$ cat src/rtl/mdu_pkg.sv
// Shared constants and state encodings for the M-extension divide unit.
// The DIVIDER_SIGNED_EN build macro is consumed by divider.sv.
package mdu_pkg;

    localparam int XLEN        = 32;
    localparam int ITERS       = 32;
    localparam int DIV_LATENCY = 34;
    localparam int CNT_W       = 5;

    localparam logic [CNT_W-1:0] CNT_LAST = 5'd31;
    localparam logic [XLEN-1:0]  DIV0_QUO = 32'hFFFF_FFFF;

    typedef enum logic [1:0] {
        DIV_IDLE = 2'd0,
        DIV_CALC = 2'd1,
        DIV_FIX  = 2'd2
    } div_state_e;

endpackage

$ cat src/rtl/div_sign_fix.sv
// Conditional two's-complement negate: used for operand magnitudes and
// for the final quotient/remainder sign correction.
module div_sign_fix
    import mdu_pkg::*;
(
    input  logic            neg_i,
    input  logic [XLEN-1:0] val_i,
    output logic [XLEN-1:0] res_o
);

    // Negate when requested, otherwise pass through.
    always_comb begin
        res_o = val_i;
        if (neg_i) begin
            res_o = {XLEN{1'b0}} - val_i;
        end else begin
            res_o = val_i;
        end
    end

endmodule

$ cat src/rtl/divider.sv
// Iterative radix-2 restoring 32-bit divider, 34-cycle latency and throughput.
// Define DIVIDER_SIGNED_EN to honour signed_i; otherwise all operations are unsigned.
module divider
    import mdu_pkg::*;
(
    input  logic            clk,
    input  logic            rst,
    input  logic [XLEN-1:0] dividend_i,
    input  logic [XLEN-1:0] divisor_i,
    input  logic            signed_i,
    input  logic            vld_i,
    output logic [XLEN-1:0] quo_o,
    output logic [XLEN-1:0] rem_o,
    output logic            rdy_o,
    output logic            busy_o
);

    div_state_e        state_r;
    div_state_e        state_nxt_s;
    logic              fire_s;

    logic [XLEN:0]     rem_r;
    logic [XLEN-1:0]   q_r;
    logic [XLEN-1:0]   dvs_r;
    logic [CNT_W-1:0]  cnt_r;
    logic [XLEN-1:0]   quo_r;
    logic [XLEN-1:0]   rem_out_r;
    logic              rdy_r;

    logic [XLEN:0]     shift_s;
    logic [XLEN:0]     diff_s;
    logic [XLEN:0]     rem_step_s;
    logic [XLEN-1:0]   q_step_s;

    logic [XLEN-1:0]   dvd_abs_s;
    logic [XLEN-1:0]   dvs_abs_s;
    logic [XLEN-1:0]   quo_fix_s;
    logic [XLEN-1:0]   rem_fix_s;

`ifdef DIVIDER_SIGNED_EN
    logic              sa_s;
    logic              sb_s;
    logic              sgn_quo_r;
    logic              sgn_rem_r;
    logic              div0_r;

    assign sa_s = dividend_i[XLEN-1] & signed_i;
    assign sb_s = divisor_i[XLEN-1]  & signed_i;

    div_sign_fix u_abs_dvd (.neg_i(sa_s), .val_i(dividend_i), .res_o(dvd_abs_s));
    div_sign_fix u_abs_dvs (.neg_i(sb_s), .val_i(divisor_i),  .res_o(dvs_abs_s));

    // Quotient negation is suppressed on divide-by-zero so it stays all ones.
    div_sign_fix u_fix_quo (.neg_i(sgn_quo_r & ~div0_r), .val_i(q_r),
                            .res_o(quo_fix_s));
    div_sign_fix u_fix_rem (.neg_i(sgn_rem_r), .val_i(rem_r[XLEN-1:0]),
                            .res_o(rem_fix_s));

    // Operand sign bookkeeping captured at fire.
    always_ff @(posedge clk) begin
        if (rst) begin
            sgn_quo_r <= 1'b0;
            sgn_rem_r <= 1'b0;
            div0_r    <= 1'b0;
        end else if (fire_s) begin
            sgn_quo_r <= sa_s ^ sb_s;
            sgn_rem_r <= sa_s;
            div0_r    <= (divisor_i == {XLEN{1'b0}});
        end else begin
            sgn_quo_r <= sgn_quo_r;
            sgn_rem_r <= sgn_rem_r;
            div0_r    <= div0_r;
        end
    end
`else
    logic              sign_unused_s;

    assign sign_unused_s = signed_i;
    assign dvd_abs_s     = dividend_i;
    assign dvs_abs_s     = divisor_i;
    assign quo_fix_s     = q_r;
    assign rem_fix_s     = rem_r[XLEN-1:0];
`endif

    // State register.
    always_ff @(posedge clk) begin
        if (rst) begin
            state_r <= DIV_IDLE;
        end else begin
            state_r <= state_nxt_s;
        end
    end

    // Next-state decode; a request is only taken while idle.
    always_comb begin
        state_nxt_s = state_r;
        fire_s      = 1'b0;
        case (state_r)
            DIV_IDLE: begin
                if (vld_i) begin
                    fire_s      = 1'b1;
                    state_nxt_s = DIV_CALC;
                end else begin
                    state_nxt_s = DIV_IDLE;
                end
            end
            DIV_CALC: begin
                if (cnt_r == CNT_LAST) begin
                    state_nxt_s = DIV_FIX;
                end else begin
                    state_nxt_s = DIV_CALC;
                end
            end
            DIV_FIX:  state_nxt_s = DIV_IDLE;
            default:  state_nxt_s = DIV_IDLE;
        endcase
    end

    // One restoring step: shift in the next dividend bit, subtract if it fits.
    always_comb begin
        shift_s = {rem_r[XLEN-1:0], q_r[XLEN-1]};
        diff_s  = shift_s - {1'b0, dvs_r};
        if (shift_s >= {1'b0, dvs_r}) begin
            rem_step_s = diff_s;
            q_step_s   = {q_r[XLEN-2:0], 1'b1};
        end else begin
            rem_step_s = shift_s;
            q_step_s   = {q_r[XLEN-2:0], 1'b0};
        end
    end

    // Datapath and result registers.
    always_ff @(posedge clk) begin
        if (rst) begin
            rem_r     <= {(XLEN+1){1'b0}};
            q_r       <= {XLEN{1'b0}};
            dvs_r     <= {XLEN{1'b0}};
            cnt_r     <= {CNT_W{1'b0}};
            quo_r     <= {XLEN{1'b0}};
            rem_out_r <= {XLEN{1'b0}};
            rdy_r     <= 1'b0;
        end else begin
            rdy_r <= 1'b0;
            case (state_r)
                DIV_IDLE: begin
                    if (fire_s) begin
                        rem_r <= {(XLEN+1){1'b0}};
                        q_r   <= dvd_abs_s;
                        dvs_r <= dvs_abs_s;
                        cnt_r <= {CNT_W{1'b0}};
                    end else begin
                        cnt_r <= cnt_r;
                    end
                end
                DIV_CALC: begin
                    rem_r <= rem_step_s;
                    q_r   <= q_step_s;
                    cnt_r <= cnt_r + 5'd1;
                end
                DIV_FIX: begin
                    quo_r     <= quo_fix_s;
                    rem_out_r <= rem_fix_s;
                    rdy_r     <= 1'b1;
                end
                default: begin
                    rdy_r <= 1'b0;
                end
            endcase
        end
    end

    assign quo_o  = quo_r;
    assign rem_o  = rem_out_r;
    assign rdy_o  = rdy_r;
    assign busy_o = (state_r != DIV_IDLE);

endmodule

$ cat config.mk
export PLATFORM = sky130hd
export DESIGN_NAME = divider
export DESIGN_NICKNAME = d
export VERILOG_FILES = /design/src/rtl/mdu_pkg.sv /design/src/rtl/div_sign_fix.sv /design/src/rtl/divider.sv
export SDC_FILE = /design/constraint.sdc
export NUM_CORES = 1
export LEC_CHECK = 0
export BUFFER_PORTS_ARGS = -buffer_cell sky130_fd_sc_hd__buf_2
export CAP_MARGIN = 20
export CORE_MARGIN = 2
export CORE_UTILIZATION = 55
export DETAILED_ROUTE_END_ITERATION = 6
export PLACE_DENSITY = 0.78
export SKIP_LAST_GASP = 1
export SYNTH_ARGS = -nofsm -noshare
export SYNTH_HDL_FRONTEND = slang
export SYNTH_SLANG_ARGS = --single-unit
$ cat constraint.sdc
create_clock -name clk -period 3.95 [get_ports clk]
set_input_delay 0.79 -clock clk [delete_from_list [all_inputs] [get_ports clk]]
set_output_delay 0.79 -clock clk [all_outputs]
set_load 0.03 [all_outputs]
==> metrics, run 1 <==
Max Clock Freq=~0.31 GHz; drt initial violations=494; top_reg_cell synth=dfxtp_1; FF-to-FF setup slack=about 0.76 ns; list of most frequent post-synthesis cells=nand2_1 (297), dfxtp_1 (168), a21oi_1 (132); endpoints failing setup=0; n_diodes=0; hold endpoint=rem_o[18]$_SDFFE_PP0P_; Worst Setup Path Type=reg2reg; CORE AREA=~15000 sq um; slew at the pin with the worst max-slew slack=0.9310 ns; initial antenna violation count=1; run status=finished, final reports clean; Synth Register Bits=168; TritonCTS clock tree=yes; yosys warns=0; clock buffer count from CTS=17; DP Cell Count=1327; fin cells=1360; clk_lat worst skew=0.43 ns; CP Max Fanout=10; Synth Cell Area=8235 sq um; Post-synth ARST share=0%; I/O Buffers=132; H-tree Lvls=4; CP startpoint kind=flop; Hold Crit Class=reg2reg; Die X=about 130 microns; Slew Viols, Final=0; crit path time final=3.194 ns; hold_buf cts=0; fillers=roughly 1300; Final Util=between 60 and 70%; CTS resizes=0; vias=7672; gr ovfl total=0; vias in the first global route=7194; TNS Setup=0 ns; syn_nets=1169; DR WL/cell=between 15 and 20 microns; Initial Util=56.45%; clock buffer depth=2; final hold viol count=0; RSZ-0062 raised after global routing=false; hold path depth=2; Die Area=15970 sq um; Initial DRT Pass Iterations=6; fin crit share=80.87%; GR Util All Layers=26.08%; max cap viols=0; Post-synth EDFFs=0; CTS root buf=clkbuf_16; total routed wirelength=20.62 mm; total power after layout=6.240 mW; row count=44; VDD IR max=0.4861 mV; share of Yosys cell area claimed by the top area cell type=roughly two fifths; Routed Antenna Nets=0; R2R depth=12; pin count of the biggest net entering global routing=86; post-synthesis sequential area ratio=between 40% and 50%; leading post-synthesis cells by cell area=dfxtp_1 (41%), nand2_1 (14%), a21oi_1 (8.0%); required time of the critical path=~4.2 ns; worst-path cell chain=inv_1 > ha_1 > o21ai_2 > a211o_1 > a2111oi_4 > o21ai_2 > a31oi_4 > nand2b_1 > buf_4 > buf_4 > mux2i_1 > o21ai_1; PwrDens=around 660 nW/um^2; placed cell areas=just under 9000 sq um; Max-slew headroom=~38%; post-route clock skew=0.008683 ns; Ports=134; Area Overhead vs Synth=15.66%; die height=126.4 microns; slowest CP cell=ha_1; r2r startpoint=dvs_r[11]$_SDFFE_PP0P_; Post-Syn Instances=1066; # DRC=0; top-count cell post-synth=nand2_1; vias per inst=5.641; first-pass GRT wire length=34.52 mm; final net count=about 1300; Synth area leader=dfxtp_1; unique cell type count in the Yosys netlist=62; R2R Path End=rem_r[12]$_SDFFE_PP0P_; worst path arrival time=3.48 ns; leakage power=approximately 4 nW; gpl congestion=just under 1; design area=9525 sq um; layout cells sized above 1=16.75%; Syn Area/Cell=approximately 7.7 sq um; post-CTS setup buffers=0; CTS sink count=168; hpwl dp=14.19 mm; CTS clk-pin slew, worst paths=0.06 ns; Slowest Stage Delay on Critical Path=0.41 ns; Crit. End Element=flop; Hold Startpoint=rem_o[18]$_SDFFE_PP0P_
==> critical path: cells and delay by family, from the launching register on <==
family	cells	cell delay, ns
multiplexers	1	0.21
adder cells (fa/ha/maj)	1	0.41
AO/OA/AOI/OAI	6	1.41
AND/OR/NAND/NOR	1	0.19
buffers and inverters	3	0.48
flip-flops	1	0.34
==> kinds of logic after synthesis <==
logic type | share of synthesized area (%)
muxes | 2.081
AOI/OAI and AO/OA | 21.89
and+or+nand+nor | 21.50
xor gates and xnor gates | 2.233
DFF | 40.84
buffers and inverters | 6.047
adders and majority gates | 5.409
==> metal layers <==
| layer | vias up | GRT usage, % | share of wire, % |
|---|---|---|---|
| met5 | - | 0 | 0.063 |
| li1 | 3859 | - | - |
| met1 | 3540 | 35.25 | 46 |
| met4 | 2 | 8.274 | 2.1 |
| met2 | 233 | 41.62 | 46 |
| met3 | 38 | 5.947 | 5.8 |
==> flip-flops by register name (all words and copies together) (netlist names) <==
signal	count
rem_o	32
dvs_r	32
state_r	2
quo_o	32
rem_r	32
cnt_r	5
rdy_o	1
q_r	32
==> where the power goes <==
| part | switching, mW | internal, mW |
|---|---|---|
| Sequential | 0.128 | 1.83 |
| Combinational | 1.53 | 1.13 |
| Clock | 0.683 | 0.938 |
| Total | 2.34 | 3.90 |
==> worst max-delay path by stage <==
stage                           start                endpoint  slack [ns]  depth (start not counted)
5_1_grt        dvs_r[19]$_SDFFE_PP0P_  rem_r[12]$_SDFFE_PP0P_        0.49                         13
6_report       dvs_r[11]$_SDFFE_PP0P_  rem_r[12]$_SDFFE_PP0P_        0.76                         12
2_1_floorplan    q_r[31]$_SDFFE_PP0P_  rem_r[28]$_SDFFE_PP0P_        1.24                         12
3_3_place_gp   dvs_r[12]$_SDFFE_PP0P_   rem_r[9]$_SDFFE_PP0P_        0.86                         12
4_1_cts        dvs_r[11]$_SDFFE_PP0P_  rem_r[12]$_SDFFE_PP0P_        0.76                         12
3_5_place_dp   dvs_r[11]$_SDFFE_PP0P_  rem_r[17]$_SDFFE_PP0P_        0.79                         12
==> cell type report <==
| class | instances | area, sq um | share of cell area, % |
|---|---|---|---|
| repair buffers | 148 | 803.3 | 8.433 |
| flip-flops and latches | 168 | 3363 | 35.31 |
| clock inverters | 9 | 87.58 | 0.9195 |
| well taps | 184 | 230.2 | 2.417 |
| multi-input cells | 786 | 4395 | 46.14 |
| inverters | 42 | 157.7 | 1.655 |
| clock buffers | 23 | 488.0 | 5.123 |
==> per-stage QoR <==
stage	hold slack (ns)	setup slack, ns
3_5_place_dp	0.4430	0.7920
4_1_cts	0.4514	0.7600
2_1_floorplan	0.4287	1.238
3_3_place_gp	0.4403	0.8631
5_1_grt	0.4705	0.4930
6_report	0.4494	0.7558
==> cell usage in the layout (no fill, tap or decap), types with 7 or more instances in the layout <==
| cell type | instances |
|---|---|
| o21bai_1 | 7 |
| dfxtp_1 | 168 |
| nor2_1 | 68 |
| xor2_1 | 8 |
| buf_2 | 131 |
| a21oi_1 | 132 |
| nand2_1 | 296 |
| xnor2_1 | 13 |
| a21o_1 | 10 |
| mux2i_1 | 16 |
| inv_1 | 42 |
| ha_1 | 34 |
| o21ai_1 | 14 |
| a32oi_1 | 10 |
| and3_1 | 10 |
| a311oi_1 | 32 |
| clkbuf_16 | 17 |
| o21ai_0 | 30 |
| nand3_1 | 14 |
| nand4_1 | 7 |
| buf_4 | 16 |
| nor3_1 | 8 |
Note: power is estimated with default switching activity, not from simulation.
==> inputs of run 2 (changes only) <==
Clock period 3.95 ns to 3.3 ns, I/O delays scaled along.
==> run 2 against run 1 <==
  * Clock power is 33% higher
  * Non-clock buffer count is 2 higher
  * Critical path depth stayed put
==> metrics, run 2 (synthesis results as in run 1) <==
TritonCTS clock tree=yes; hpwl dp=14.30 mm; CTS clk-pin slew, worst paths=0.07 ns; I/O Buffers=between 100 and 150; slew at the pin with the worst max-slew slack=1.042 ns; final net count=1268; Hold Crit Class=reg2reg; run status=finished, final reports clean; die height=126.4 microns; max cap viols=0; initial antenna violation count=0; vias in the first global route=7198; most frequent CP cell=o211ai_1; post-route clock skew=0.005487 ns; commonest non-fill, non-tap cells in the layout=nand2_1 (295), dfxtp_1 (168), a21oi_1 (132); clk_lat worst skew=between 0.4 and 0.5 ns; clock buffer depth=2; crit path time final=3.022 ns; Initial DRT Pass Iterations=7; CORE AREA=approximately 15000 sq um; leakage power=4.026 nW; Crit. End Element=flop; GR Util All Layers=26.03%; endpoints failing setup=0; pin count of the biggest net entering global routing=106; Max Clock Freq=0.3309 GHz; layout cells sized above 1=17.15%; CP Max Fanout=4; fin crit share=91.57%; total routed wirelength=20.45 mm; Buffers & Inverters on Critical Path=1; Area Overhead vs Synth=16.55%; TNS Setup=0 ns; post-CTS setup buffers=0; drt initial violations=approximately 550; vias per inst=between 5 and 6; vias=7658; RSZ-0062 raised after global routing=false; CTS sink count=168; first-pass GRT wire length=34.44 mm; most common cell after layout, fill and taps aside=nand2_1; clock buffer count from CTS=17; slowest CP cell=fa_1; Initial Util=56.45%; critical path's top delay family=compound AO/OA/AOI/OAI gates; Max-slew headroom=a little under a third; # DRC=0; Final WS setup=around 0.28 ns; n_diodes=0; VDD IR max=0.5421 mV; Ports=approximately 130; Die Area=between 15000 and 20000 sq um; CP startpoint kind=flop; worst path arrival time=approximately 3.3 ns; final hold viol count=0; gr ovfl total=0; Slew Viols, Final=0; row count=44; Routed Antenna Nets=0; Slowest Stage Delay on Critical Path=0.42 ns; Die X=between 100 and 150 microns; pre-CTS WS=0.2228 ns; H-tree Lvls=4; gpl congestion=0.8963; worst-path cell chain=inv_1 > ha_1 > fa_1 > nor2b_1 > o31ai_1 > a22oi_1 > a2111o_1 > a41oi_2 > nand2b_1 > and3_1 > o211ai_1 > o211ai_1; PwrDens=800.2 nW/um^2; required time of the critical path=3.59 ns; hold_buf cts=0; CTS root buf=clkbuf_16; Final Util=65.79%; Worst Setup Path Type=reg2reg; DR WL/cell=around 15 microns
[run 2: cell types whose count changed in the layout (fill, tap and decap cells not counted), moves of 2 or more]
cell / change
clkbuf_8: -4
inv_8: +3
buf_4: +2
inv_6: +2
clkbuf_1: -2
bufinv_16: +3
[run 2: per-stage QoR]
| stage | std cells | area, sq um | hold slack (ns) | total power, mW |
|---|---|---|---|---|
| floorplan | 1066 | 8235 | 0.4287 | 4.927 |
| CTS | 1362 | 9595 | 0.4493 | 7.690 |
| global route | 1362 | 9598 | 0.4476 | 8.175 |
| detailed placement | 1330 | 8957 | 0.4439 | 5.491 |
| global placement | 1330 | 8957 | 0.4398 | 5.444 |
| finish | 1362 | 9598 | 0.4491 | 7.680 |
[run 2: worst paths after layout]
check / slack [ns] / depth (start not counted) / endpoint / from
max: 0.28 / 12 / rem_r[28]$_SDFFE_PP0P_ / q_r[31]$_SDFFE_PP0P_
min: 0.45 / 2 / rem_o[11]$_SDFFE_PP0P_ / rem_o[11]$_SDFFE_PP0P_
max reg2reg: 0.28 / 12 / rem_r[28]$_SDFFE_PP0P_ / q_r[31]$_SDFFE_PP0P_
min reg2reg: 0.45 / 2 / rem_o[11]$_SDFFE_PP0P_ / rem_o[11]$_SDFFE_PP0P_
[run 2: worst min-delay path: stages, from the launching register on]
cell and delay (ns):
dfxtp_1 0.30, nand2_1 0.05, a21oi_1 0.05
[run 2: routing by layer]
metal / wire length [microns] / GRT usage [%]
met5: 0 / 0
met4: 461 / 8.920
met3: 1081 / 5.567
met2: 9313 / 40.83
met1: 9598 / 35.75
[run 2: cell type report]
type	instances	area (sq um)
Multi-Input combinational cell	786	4398
Clock buffer	17	425.4
Inverter	42	157.7
Clock inverter	15	212.7
Timing Repair Buffer	150	810.8
Fill cell	1284	4991
Tap cell	184	230.2
Sequential cell	168	3363
[run 2: where the power goes]
group / internal (mW) / leakage [nW] / switching (mW)
combinational: 1.35 / 2.34 / 1.82
clock: 1.29 / 0.318 / 0.875
sequential: 2.19 / 1.37 / 0.151
[run 2: what timing repair did]
item	in CTS	in global routing
endpoints found under the setup margin	0	9
gates resized for setup	0	1
hold endpoints to repair	0	0
